**config.mk**
```make
export PLATFORM = sky130hd
export DESIGN_NAME = serial_addsub_nand
export DESIGN_NICKNAME = d
export VERILOG_FILES = /design/src/rtl/serial_addsub_nand.sv
export SDC_FILE = /design/constraint.sdc
export NUM_CORES = 1
export LEC_CHECK = 0
export BUFFER_PORTS_ARGS = -buffer_cell sky130_fd_sc_hd__clkbuf_2
export CAP_MARGIN = 10
export CORE_UTILIZATION = 54
export DETAILED_ROUTE_END_ITERATION = 8
export GPL_ROUTABILITY_DRIVEN = 0
export PLACE_DENSITY = 0.77
export SYNTH_ARGS = -nofsm -noshare
export SYNTH_HDL_FRONTEND = slang
export SYNTH_SLANG_ARGS = --single-unit
```
**constraint.sdc**
```tcl
create_clock -name clk -period 2.2 [get_ports clk]
set_clock_uncertainty 0.1 [all_clocks]
set_input_delay 0.33 -clock clk [delete_from_list [all_inputs] [get_ports clk]]
set_output_delay 0.33 -clock clk [all_outputs]
set_load 0.01 [all_outputs]
```
**src/rtl/serial_addsub_nand.sv**
```systemverilog
// Bit-serial adder/subtractor: one NAND-only full adder/subtractor cell reused
// LSB-first over WIDTH clocks, with a start/busy/done handshake.

module serial_addsub_nand_xor (
    input  logic x,
    input  logic y,
    output logic z
);
    logic n0, n1, n2;

    nand g0 (n0, x, y);
    nand g1 (n1, x, n0);
    nand g2 (n2, y, n0);
    nand g3 (z, n1, n2);
endmodule

// Subtraction reuses the carry network with A inverted:
// borrow' = ~a&b | bw&(~a^b), so a_eff = a ^ sub feeds generate/propagate.
module serial_addsub_nand_cell (
    input  logic a,
    input  logic b,
    input  logic cin,
    input  logic sub,
    output logic s,
    output logic cout
);
    logic p, a_eff, p_eff, g_n, t_n;

    serial_addsub_nand_xor u_xp  (.x(a),     .y(b),   .z(p));
    serial_addsub_nand_xor u_xs  (.x(p),     .y(cin), .z(s));
    serial_addsub_nand_xor u_xa  (.x(a),     .y(sub), .z(a_eff));
    serial_addsub_nand_xor u_xpe (.x(a_eff), .y(b),   .z(p_eff));

    nand g_gen  (g_n, a_eff, b);
    nand g_prop (t_n, cin, p_eff);
    nand g_or   (cout, g_n, t_n);
endmodule

module serial_addsub_nand #(
    parameter int WIDTH = 8
) (
    input  logic             clk,
    input  logic             rst_n,
    input  logic             start,
    input  logic             mode,
    input  logic [WIDTH-1:0] a,
    input  logic [WIDTH-1:0] b,
    output logic             busy,
    output logic             done,
    output logic [WIDTH-1:0] result,
    output logic             cout,
    output logic             ovf
);
    localparam int CW = (WIDTH > 1) ? $clog2(WIDTH) : 1;

    typedef enum logic [1:0] {S_IDLE, S_RUN, S_DONE} state_t;

    state_t           state, state_nxt;
    logic [WIDTH-1:0] a_sr, b_sr, work;
    logic [WIDTH-1:0] work_nxt;
    logic [WIDTH:0]   work_ext;
    logic [CW-1:0]    cnt;
    logic             m_r, c_ff, a_msb, b_msb;
    logic             cell_s, cell_c, last, ovf_nxt;

    serial_addsub_nand_cell u_cell (
        .a    (a_sr[0]),
        .b    (b_sr[0]),
        .cin  (c_ff),
        .sub  (m_r),
        .s    (cell_s),
        .cout (cell_c)
    );

    assign last     = (cnt == CW'(WIDTH - 1));
    assign work_ext = {cell_s, work};
    assign work_nxt = work_ext[WIDTH:1];

    // On the final step c_ff still holds the carry into the MSB.
    assign ovf_nxt = m_r ? ((a_msb ^ b_msb) & (cell_s ^ a_msb))
                         : (c_ff ^ cell_c);

    assign busy = (state == S_RUN);
    assign done = (state == S_DONE);

    always_comb begin
        state_nxt = state;
        case (state)
            S_IDLE:  if (start) state_nxt = S_RUN;
            S_RUN:   if (last)  state_nxt = S_DONE;
            S_DONE:  state_nxt = S_IDLE;
            default: state_nxt = S_IDLE;
        endcase
    end

    always_ff @(posedge clk or negedge rst_n) begin
        if (!rst_n) begin
            state  <= S_IDLE;
            a_sr   <= '0;
            b_sr   <= '0;
            work   <= '0;
            cnt    <= '0;
            m_r    <= 1'b0;
            c_ff   <= 1'b0;
            a_msb  <= 1'b0;
            b_msb  <= 1'b0;
            result <= '0;
            cout   <= 1'b0;
            ovf    <= 1'b0;
        end else begin
            state <= state_nxt;
            case (state)
                S_IDLE: begin
                    if (start) begin
                        a_sr  <= a;
                        b_sr  <= b;
                        m_r   <= mode;
                        a_msb <= a[WIDTH-1];
                        b_msb <= b[WIDTH-1];
                        c_ff  <= 1'b0;
                        cnt   <= '0;
                        work  <= '0;
                    end
                end
                S_RUN: begin
                    a_sr <= a_sr >> 1;
                    b_sr <= b_sr >> 1;
                    c_ff <= cell_c;
                    work <= work_nxt;
                    cnt  <= cnt + CW'(1);
                    if (last) begin
                        result <= work_nxt;
                        cout   <= cell_c;
                        ovf    <= ovf_nxt;
                    end
                end
                default: ;
            endcase
        end
    end
endmodule

```
==> flow_metrics.py, run 1 <==
metrics = {
    "status": {
        "outcome": "complete, no violations",
    },
    "layout": {
        "layout_commonest_cell": "dfrtp_1",
        "finish.net_count": 221,
        "utilization_pct": 67.4,
        "layout_common_cells": "dfrtp_1, nand2_1, clkbuf_2, o21ai_0, mux2i_1",
        "area_growth_pct": 15.3,
        "insertedDiodeCount": 0,
        "drive_gt1_share_pct": 28.6,
    },
    "sta": {
        "tightest_slew_ns": 0.518,
        "slew_viol_final": 0,
        "slew_headroom_pct": 65.5,
        "fin_ws_ns": 0.292,
        "fmax_ghz": 0.524,
        "tns_ns": 0,
        "setup_viol": 0,
        "finalHoldViolations": 0,
        "rsz0062_at_grt": "false",
        "fin_crit_sh_pct": 86.7,
        "period_needed_ns": 1.91,
    },
    "clocking": {
        "root_buffer": "clkbuf_4",
        "numCtsBuffers": 5,
        "cts_setup_buffers": 0,
        "clk_pin_slew_ns": 0.11,
        "cts_tree": "yes",
        "cts_max_level": 2,
        "clock-sinks": 42,
        "postCtsHoldBufs": 1,
        "clockBufferDepth": 2,
        "insertion_delay_ns": 0.35,
        "post_cts_resized": 0,
    },
    "synthesis": {
        "synth_cells": 162,
        "synth_enable_flop_cells": 0,
        "yosysWarnings": 0,
        "async_reset_ff_share_pct": 100,
        "synth-seq-cells": 42,
        "yosysUniqueCellTypes": 28,
        "yosysSeqAreaShare_pct": 57.0,
        "synth_flop_cell": "dfrtp_1",
        "synth_area_um2": 1840,
        "syn_avg_cell_area_um2": 11.4,
        "synth_fp_nets": 185,
    },
    "setup_path": {
        "crit_path_start_kind": "flop",
        "critPathArrivalTime_ns": 1.48,
        "worst-path-max-fanout": 14,
        "reg2regPathDepth": 5,
        "worstPathRequired_ns": 1.77,
        "crit_path_end_kind": "primary output",
        "critical_path_class": "flop to primary output",
    },
    "drt": {
        "drt-total-wl_um": 3200,
        "wire_per_inst_um": 13.2,
        "drc": 0,
        "vias": 1256,
        "drtPass1Iterations": 4,
        "drt-initial-drc-count": 32,
        "ant_nets": 0,
        "via_per_inst": 5.17,
    },
    "floorplanning": {
        "die_area_um2": 3650,
        "die_width_um": 60.4,
        "fp-row-count": 20,
        "core-area_um2": 3150,
        "die_h_um": 60.4,
        "io_pins": 32,
        "start_util_pct": 58.5,
    },
    "global_routing": {
        "grt_max_degree": 43,
        "antenna_found_initial": 0,
        "grt_pass1_wl_um": 5470,
        "grt_pass1_vias": 1292,
        "track_usage_pct": 20.8,
        "grt_overflow": 0,
    },
    "power_and_ir_drop": {
        "leakage_uw": 0.00102,
        "irDropWorstVdd_mv": 0.668,
        "p_per_area_nw_per_um2": 1320,
        "power_uw": 2820,
    },
    "placement": {
        "place_ws_ns": 0.589,
        "portBuffers": 31,
        "hpwlAfterDp_um": 2230,
    },
    "min_path": {
        "holdPathStages": 2,
        "min-delay-path-class": "primary input to flop",
    },
    "run": {
        "timing.max_cap.violations": 0,
    },
}
==> stage by stage <==
stage / hold WS [ns] / cell area (um2) / cells
2_1_floorplan: -0.0656 / 1840 / 162
3_5_place_dp: 0.321 / 2060 / 234
5_1_grt: 0.115 / 2130 / 243
6_report: 0.114 / 2130 / 243
4_1_cts: 0.0983 / 2130 / 243
3_3_place_gp: 0.315 / 2060 / 234
==> registers in the layout, summed over array words and instances (netlist names) <==
register / cells
m_r: 1
result: 8
c_ff: 1
b_msb: 1
a_msb: 1
work: 7
state: 2
b_sr: 8
cout: 1
cnt: 3
ovf: 1
a_sr: 8
==> layout make-up <==
class | count | area (um2)
clock inverter | 1 | 5.00
fill | 255 | 1030
timing repair buffer | 38 | 210
tap | 44 | 55.1
sequential | 42 | 1050
inverter | 2 | 7.51
clock buffer | 7 | 55.1
multi-input combinational | 109 | 742
==> worst max-delay path, stage by stage, from the launching register on <==
cell and delay, ns:
dfrtp_1 0.45, nand2b_1 0.18, inv_1 0.29, clkbuf_2 0.21
==> power breakdown <==
group / internal, uW / switching, uW
clock network: 155 / 237
registers: 1090 / 212
logic: 527 / 593
total: 1770 / 1040
==> logic make-up after synthesis <==
| kind of cell | synth area share (%) |
|---|---|
| buffers and inverters | 3.12 |
| xor gates and xnor gates | 1.70 |
| DFF | 57.0 |
| and+or+nand+nor | 11.1 |
| adders and majority gates | 2.04 |
| AOI/OAI and AO/OA | 11.3 |
| muxes | 13.7 |
==> Yosys cell counts, drive strengths merged (2+ instances only) <==
cell type,instances,share of area [%]
inv,2,0.41
nand2,35,7.1
clkbuf,3,0.61
nor3b,2,1.1
dfrtp,42,57
ha,3,2.0
o21ai,25,6.8
o21bai,2,0.81
nor2b,3,1.0
nand2b,2,0.68
mux2,10,6.1
a22o,3,1.4
buf,6,2.1
mux2i,14,7.6
==> routing by layer <==
metal / vias up / track usage (%) / share of wire, % / routed length [um]
met4: 0 / 12.7 / 1.9 / 60
met1: 600 / 23.8 / 45 / 1440
met3: 4 / 4.48 / 3.8 / 121
met5: - / 0 / 0 / 0
met2: 24 / 35.6 / 49 / 1580
li1: 628 / - / - / -
==> final timing paths <==
check                           from        end  slack, ns
setup / recovery            state[1]       busy       0.29
hold / removal                  mode        m_r       0.11
setup reg to reg              cnt[0]  result[1]       0.55
hold reg to reg            result[7]  result[7]       0.39
max in group asynchronous      rst_n  result[0]       1.16
min in group asynchronous      rst_n    a_sr[1]       0.48
No activity file was read; power rests on OpenSTA's default activity.
==> inputs of run 2 (changes only) <==
==> constraint.sdc (replaced) <==
create_clock -name clk -period 1.8 [get_ports clk]
set_clock_uncertainty 0.1 [all_clocks]
set_input_delay 0.27 -clock clk [delete_from_list [all_inputs] [get_ports clk]]
set_output_delay 0.27 -clock clk [all_outputs]
set_load 0.05 [all_outputs]
==> run 2 against run 1 <==
Sequential cell count unchanged. Global-route usage is 0.66 points higher. Setup slack got worse by 0.18 ns. Utilization grew 1.6 points. Sequential power is 23% higher. Total power is 41% higher. First-iteration DRC count up 75%. Clock-buffer cell count unchanged. Combinational power increased by 67%. Largest power group is now combinational cells.
==> flow_metrics.py, run 2 (same netlist as run 1, synthesis figures left out) <==
metrics = {
    "status": {
        "outcome": "complete, no violations",
    },
    "sta": {
        "setup_viol": 0,
        "fin_crit_sh_pct": 93.6,
        "fmax_ghz": 0.593,
        "slew_headroom_pct": 67.0,
        "period_needed_ns": 1.69,
        "rsz0062_at_grt": "false",
        "slew_viol_final": 0,
        "tns_ns": 0,
        "tightest_slew_ns": 0.494,
        "finalHoldViolations": 0,
    },
    "layout": {
        "finish.net_count": 224,
        "reg_top3": "a_sr (8), b_sr (8), result (8)",
        "area_growth_pct": 18.0,
        "layout_commonest_cell": "dfrtp_1",
        "instances_no_fill": 246,
        "drive_gt1_share_pct": 29.7,
        "layout_common_cells": "dfrtp_1, nand2_1, clkbuf_2, o21ai_0, mux2i_1",
        "insertedDiodeCount": 0,
    },
    "clocking": {
        "post_cts_resized": 0,
        "cts_setup_buffers": 0,
        "root_buffer": "clkbuf_4",
        "cts_tree": "yes",
        "cts_max_level": 2,
        "clock-sinks": 42,
        "clockBufferDepth": 2,
        "clk_pin_slew_ns": 0.12,
        "numCtsBuffers": 5,
        "insertion_delay_ns": 0.34,
    },
    "drt": {
        "vias": 1317,
        "drt-total-wl_um": 3500,
        "ant_nets": 0,
        "wire_per_inst_um": 14.2,
        "via_per_inst": 5.35,
        "drc": 0,
        "drtPass1Iterations": 4,
        "drt-initial-drc-count": 56,
    },
    "setup_path": {
        "reg2regPathDepth": 5,
        "r2r-end": "result[4]",
        "crit_path_end_kind": "primary output",
        "startpoint": "state[1]",
        "critical_path_class": "flop to primary output",
        "worstPathRequired_ns": 1.43,
        "r2r_start": "cnt[0]",
        "rrSetupSlack_ns": 0.13,
        "worst-path-max-fanout": 5,
        "critPathArrivalTime_ns": 1.32,
        "crit_path_start_kind": "flop",
    },
    "run": {
        "timing.max_cap.violations": 0,
    },
    "floorplanning": {
        "core-area_um2": 3150,
        "die_width_um": 60.4,
        "fp-row-count": 20,
        "die_h_um": 60.4,
        "io_pins": 32,
        "start_util_pct": 58.5,
        "die_area_um2": 3650,
    },
    "min_path": {
        "hold_end": "m_r",
        "min-delay-path-class": "primary input to flop",
        "holdPathStages": 2,
        "hold_start": "mode",
    },
    "power_and_ir_drop": {
        "p_per_area_nw_per_um2": 1820,
        "leakage_uw": 0.00104,
        "power_uw": 3960,
        "irDropWorstVdd_mv": 1.10,
    },
    "global_routing": {
        "track_usage_pct": 21.5,
        "grt_overflow": 0,
        "antenna_found_initial": 0,
        "grt_pass1_wl_um": 5690,
        "grt_pass1_vias": 1321,
        "grt_max_degree": 22,
    },
    "placement": {
        "place_inst": 237,
        "hpwlAfterDp_um": 2540,
        "portBuffers": 31,
    },
}
[run 2: cell count changes in the layout (fill, tap and decap cells not counted)]
cell | previous run | this run
buf_4 | 6 | 8
buf_12 | 0 | 2
clkbuf_2 | 31 | 30
[run 2: final cells by class]
| type | instances | area [um2] |
|---|---|---|
| repair buffers | 41 | 260 |
| fillers | 274 | 977 |
| inverters | 2 | 7.51 |
| clock inverters | 1 | 5.00 |
| well taps | 44 | 55.1 |
| flip-flops and latches | 42 | 1050 |
| clock buffers | 7 | 55.1 |
| multi-input cells | 109 | 742 |
[run 2: how the worst max path moves through the flow]
stage	slack [ns]	end
2_1_floorplan	0.11	result[0]
3_3_place_gp	0.20	result[5]
3_5_place_dp	0.15	result[4]
4_1_cts	0.11	busy
5_1_grt	0.06	busy
6_report	0.11	busy
[run 2: layer usage]
metal / vias to the layer above / share of wire [%] / track usage, %
met3: 7 / 2.5 / 3.84
met4: 0 / 1.8 / 9.74
met2: 21 / 50 / 36.7
met1: 653 / 46 / 26.6
li1: 636 / - / -
met5: - / 0 / 0
[run 2: worst max-delay path, stage by stage, from the launching register on]
cell      delay [ns]
dfrtp_1         0.45
nand2b_1        0.19
inv_1           0.17
buf_12          0.16
[run 2: per-stage QoR]
step	hold WS (ns)	instance area, um2	setup slack [ns]	utilization (%)
2_1_floorplan	-0.126	1840	0.112	-
3_3_place_gp	0.146	2110	0.198	66.8
3_5_place_dp	0.157	2110	0.155	66.8
4_1_cts	0.0525	2180	0.109	69.0
5_1_grt	0.0627	2180	0.0606	69.0
6_report	0.0549	2180	0.115	69.0
[run 2: power by group]
part / total, uW / switching, uW / leakage [uW] / internal (uW)
sequential: 1600 / 271 / 0.000539 / 1330
combinational: 1870 / 1140 / 0.000465 / 733
clock: 482 / 292 / 0.0000353 / 190
[run 2: timing repair]
item                                    in CTS  in global routing
endpoints found under the setup margin       0                  0
hold buffers                                 1                  0
hold endpoints to repair                    19                  0
==> inputs of run 3 (changes only) <==
==> constraint.sdc (replaced) <==
create_clock -name clk -period 1.7 [get_ports clk]
set_clock_uncertainty 0.1 [all_clocks]
set_input_delay 0.255 -clock clk [delete_from_list [all_inputs] [get_ports clk]]
set_output_delay 0.255 -clock clk [all_outputs]
set_load 0.05 [all_outputs]
==> run 3 against run 2 <==
Non-clock buffer count unchanged. Clock power grew 4.4%. Global-route usage shrank 0.055 points. Largest cell class unchanged.
==> flow_metrics.py, run 3 (same netlist as run 1, synthesis figures left out) <==
metrics = {
    "status": {
        "outcome": "complete, no violations",
    },
    "min_path": {
        "hold_end": "m_r",
        "hold_start": "mode",
        "holdPathStages": 2,
        "min-delay-path-class": "primary input to flop",
    },
    "drt": {
        "vias": 1281,
        "drt-initial-drc-count": 38,
        "via_per_inst": 5.21,
        "drc": 0,
        "ant_nets": 0,
        "wire_per_inst_um": 13.5,
        "drtPass1Iterations": 4,
        "drt-total-wl_um": 3330,
    },
    "setup_path": {
        "slowest_stage": "dfrtp_1",
        "critPathTopFamily": "flip-flops",
        "reg2regPathDepth": 5,
        "r2r-end": "result[0]",
        "crit_path_end_kind": "flop",
        "worstPathRequired_ns": 1.84,
        "rrSetupSlack_ns": 0.06,
        "crit_top_cell": "ha_1",
        "crit_path_max_incr_delay_ns": 0.42,
        "worst-path-max-fanout": 14,
        "crit_path_start_kind": "flop",
        "crit_buf_inv": 1,
        "critical_path_class": "flop to flop",
        "r2r_start": "cnt[0]",
        "critPathArrivalTime_ns": 1.77,
        "path_cells": "ha_1 > ha_1 > nand3b_1 > buf_12 > mux2_2",
    },
    "floorplanning": {
        "fp-row-count": 20,
        "io_pins": 32,
        "die_h_um": 60.4,
        "start_util_pct": 58.5,
        "die_area_um2": 3650,
        "core-area_um2": 3150,
        "die_width_um": 60.4,
    },
    "global_routing": {
        "grt_overflow": 0,
        "grt_pass1_vias": 1207,
        "grt_pass1_wl_um": 5540,
        "track_usage_pct": 21.4,
        "grt_max_degree": 27,
        "antenna_found_initial": 0,
    },
    "layout": {
        "drive_gt1_share_pct": 31.7,
        "finish.net_count": 224,
        "reg_top3": "a_sr (8), b_sr (8), result (8)",
        "area_growth_pct": 19.8,
        "layout_common_cells": "dfrtp_1, nand2_1, clkbuf_2, o21ai_0, mux2i_1",
        "insertedDiodeCount": 0,
        "layout_commonest_cell": "dfrtp_1",
    },
    "placement": {
        "portBuffers": 31,
        "hpwlAfterDp_um": 2460,
    },
    "sta": {
        "fin_crit_sh_pct": 96.2,
        "worst_hold_slack_ns": 0.0307,
        "slew_viol_final": 0,
        "fmax_ghz": 0.611,
        "rsz0062_at_grt": "false",
        "tns_ns": 0,
        "slew_headroom_pct": 70.5,
        "setup_viol": 0,
        "period_needed_ns": 1.64,
        "tightest_slew_ns": 0.442,
        "finalHoldViolations": 0,
    },
    "clocking": {
        "insertion_delay_ns": 0.35,
        "root_buffer": "clkbuf_4",
        "cts_tree": "yes",
        "numCtsBuffers": 5,
        "clock-sinks": 42,
        "cts_max_level": 2,
        "clk_pin_slew_ns": 0.12,
        "clockBufferDepth": 2,
    },
    "power_and_ir_drop": {
        "p_per_area_nw_per_um2": 1920,
        "irDropWorstVdd_mv": 1.08,
        "p_clk_share_pct": 11.9,
        "switching_share_pct": 42.6,
        "power_uw": 4240,
        "share_comb_of_total_power_pct": 48.0,
        "pwr-share-seq_pct": 40.1,
        "leakage_uw": 0.00105,
        "intPower_uw": 2430,
        "p_sw_uw": 1810,
    },
    "run": {
        "timing.max_cap.violations": 0,
    },
}
run 3: cell types whose count changed in the layout (fill, tap and decap cells not counted):
cell      previous run  this run
nor2_1               1         0
buf_4                8         6
dfrtp_1             42        41
inv_1                2         1
inv_2                0         1
dfrtp_2              0         1
a211oi_2             0         1
buf_12               2         4
nor2_2               0         1
a211oi_1             1         0
run 3: final cells by class:
cell class / instances / area, um2
clock buffers: 7 / 55.1
clock inverters: 1 / 5.00
fillers: 263 / 943
inverters: 2 / 7.51
multi-input cells: 109 / 749
flip-flops and latches: 42 / 1050
well taps: 44 / 55.1
repair buffers: 41 / 285
run 3: what timing repair did:
action / 4_1_cts / 5_1_grt
hold buffers: 1 / 0
endpoints found under the hold margin: 16 / 0
setup buffers: 1 / 0
endpoints found under the setup margin: 1 / 2
resized for setup: 1 / 3
cloned: 0 / 0
run 3: through the flow:
stage          instances  setup WS (ns)  utilization (%)  area (um2)
6_report             246         0.0643             70.1        2210
5_1_grt              246        0.00140             70.1        2210
4_1_cts              246         0.0603             69.8        2200
3_5_place_dp         236         0.0770             67.3        2120
2_1_floorplan        162         0.0118                -        1840
3_3_place_gp         236          0.123             67.3        2120
run 3: worst max-delay path by stage:
stage,startpoint,depth (start not counted),endpoint,slack (ns)
6_report,cnt[0],5,result[0],0.06
5_1_grt,cnt[0],5,result[0],0.001
4_1_cts,cnt[0],5,result[0],0.06
3_5_place_dp,cnt[0],5,result[0],0.08
3_3_place_gp,cnt[0],5,result[5],0.12
2_1_floorplan,cnt[0],5,result[0],0.01
run 3: power groups by stage:
stage | registers (uW) | logic [uW] | clock network (uW)
floorplan | 2030 | 1090 | 0
global placement | 1680 | 1920 | 0
detailed placement | 1720 | 2000 | 0
CTS | 1700 | 2030 | 522
global route | 1760 | 2230 | 569
finish | 1700 | 2040 | 503
run 3: layer usage:
| metal | share of wire (%) | vias up | track usage [%] |
|---|---|---|---|
| li1 | - | 630 | - |
| met3 | 5.1 | 4 | 7.25 |
| met5 | 0 | - | 0 |
| met2 | 49 | 35 | 34.7 |
| met4 | 0.78 | 0 | 6.82 |
| met1 | 45 | 612 | 27.2 |
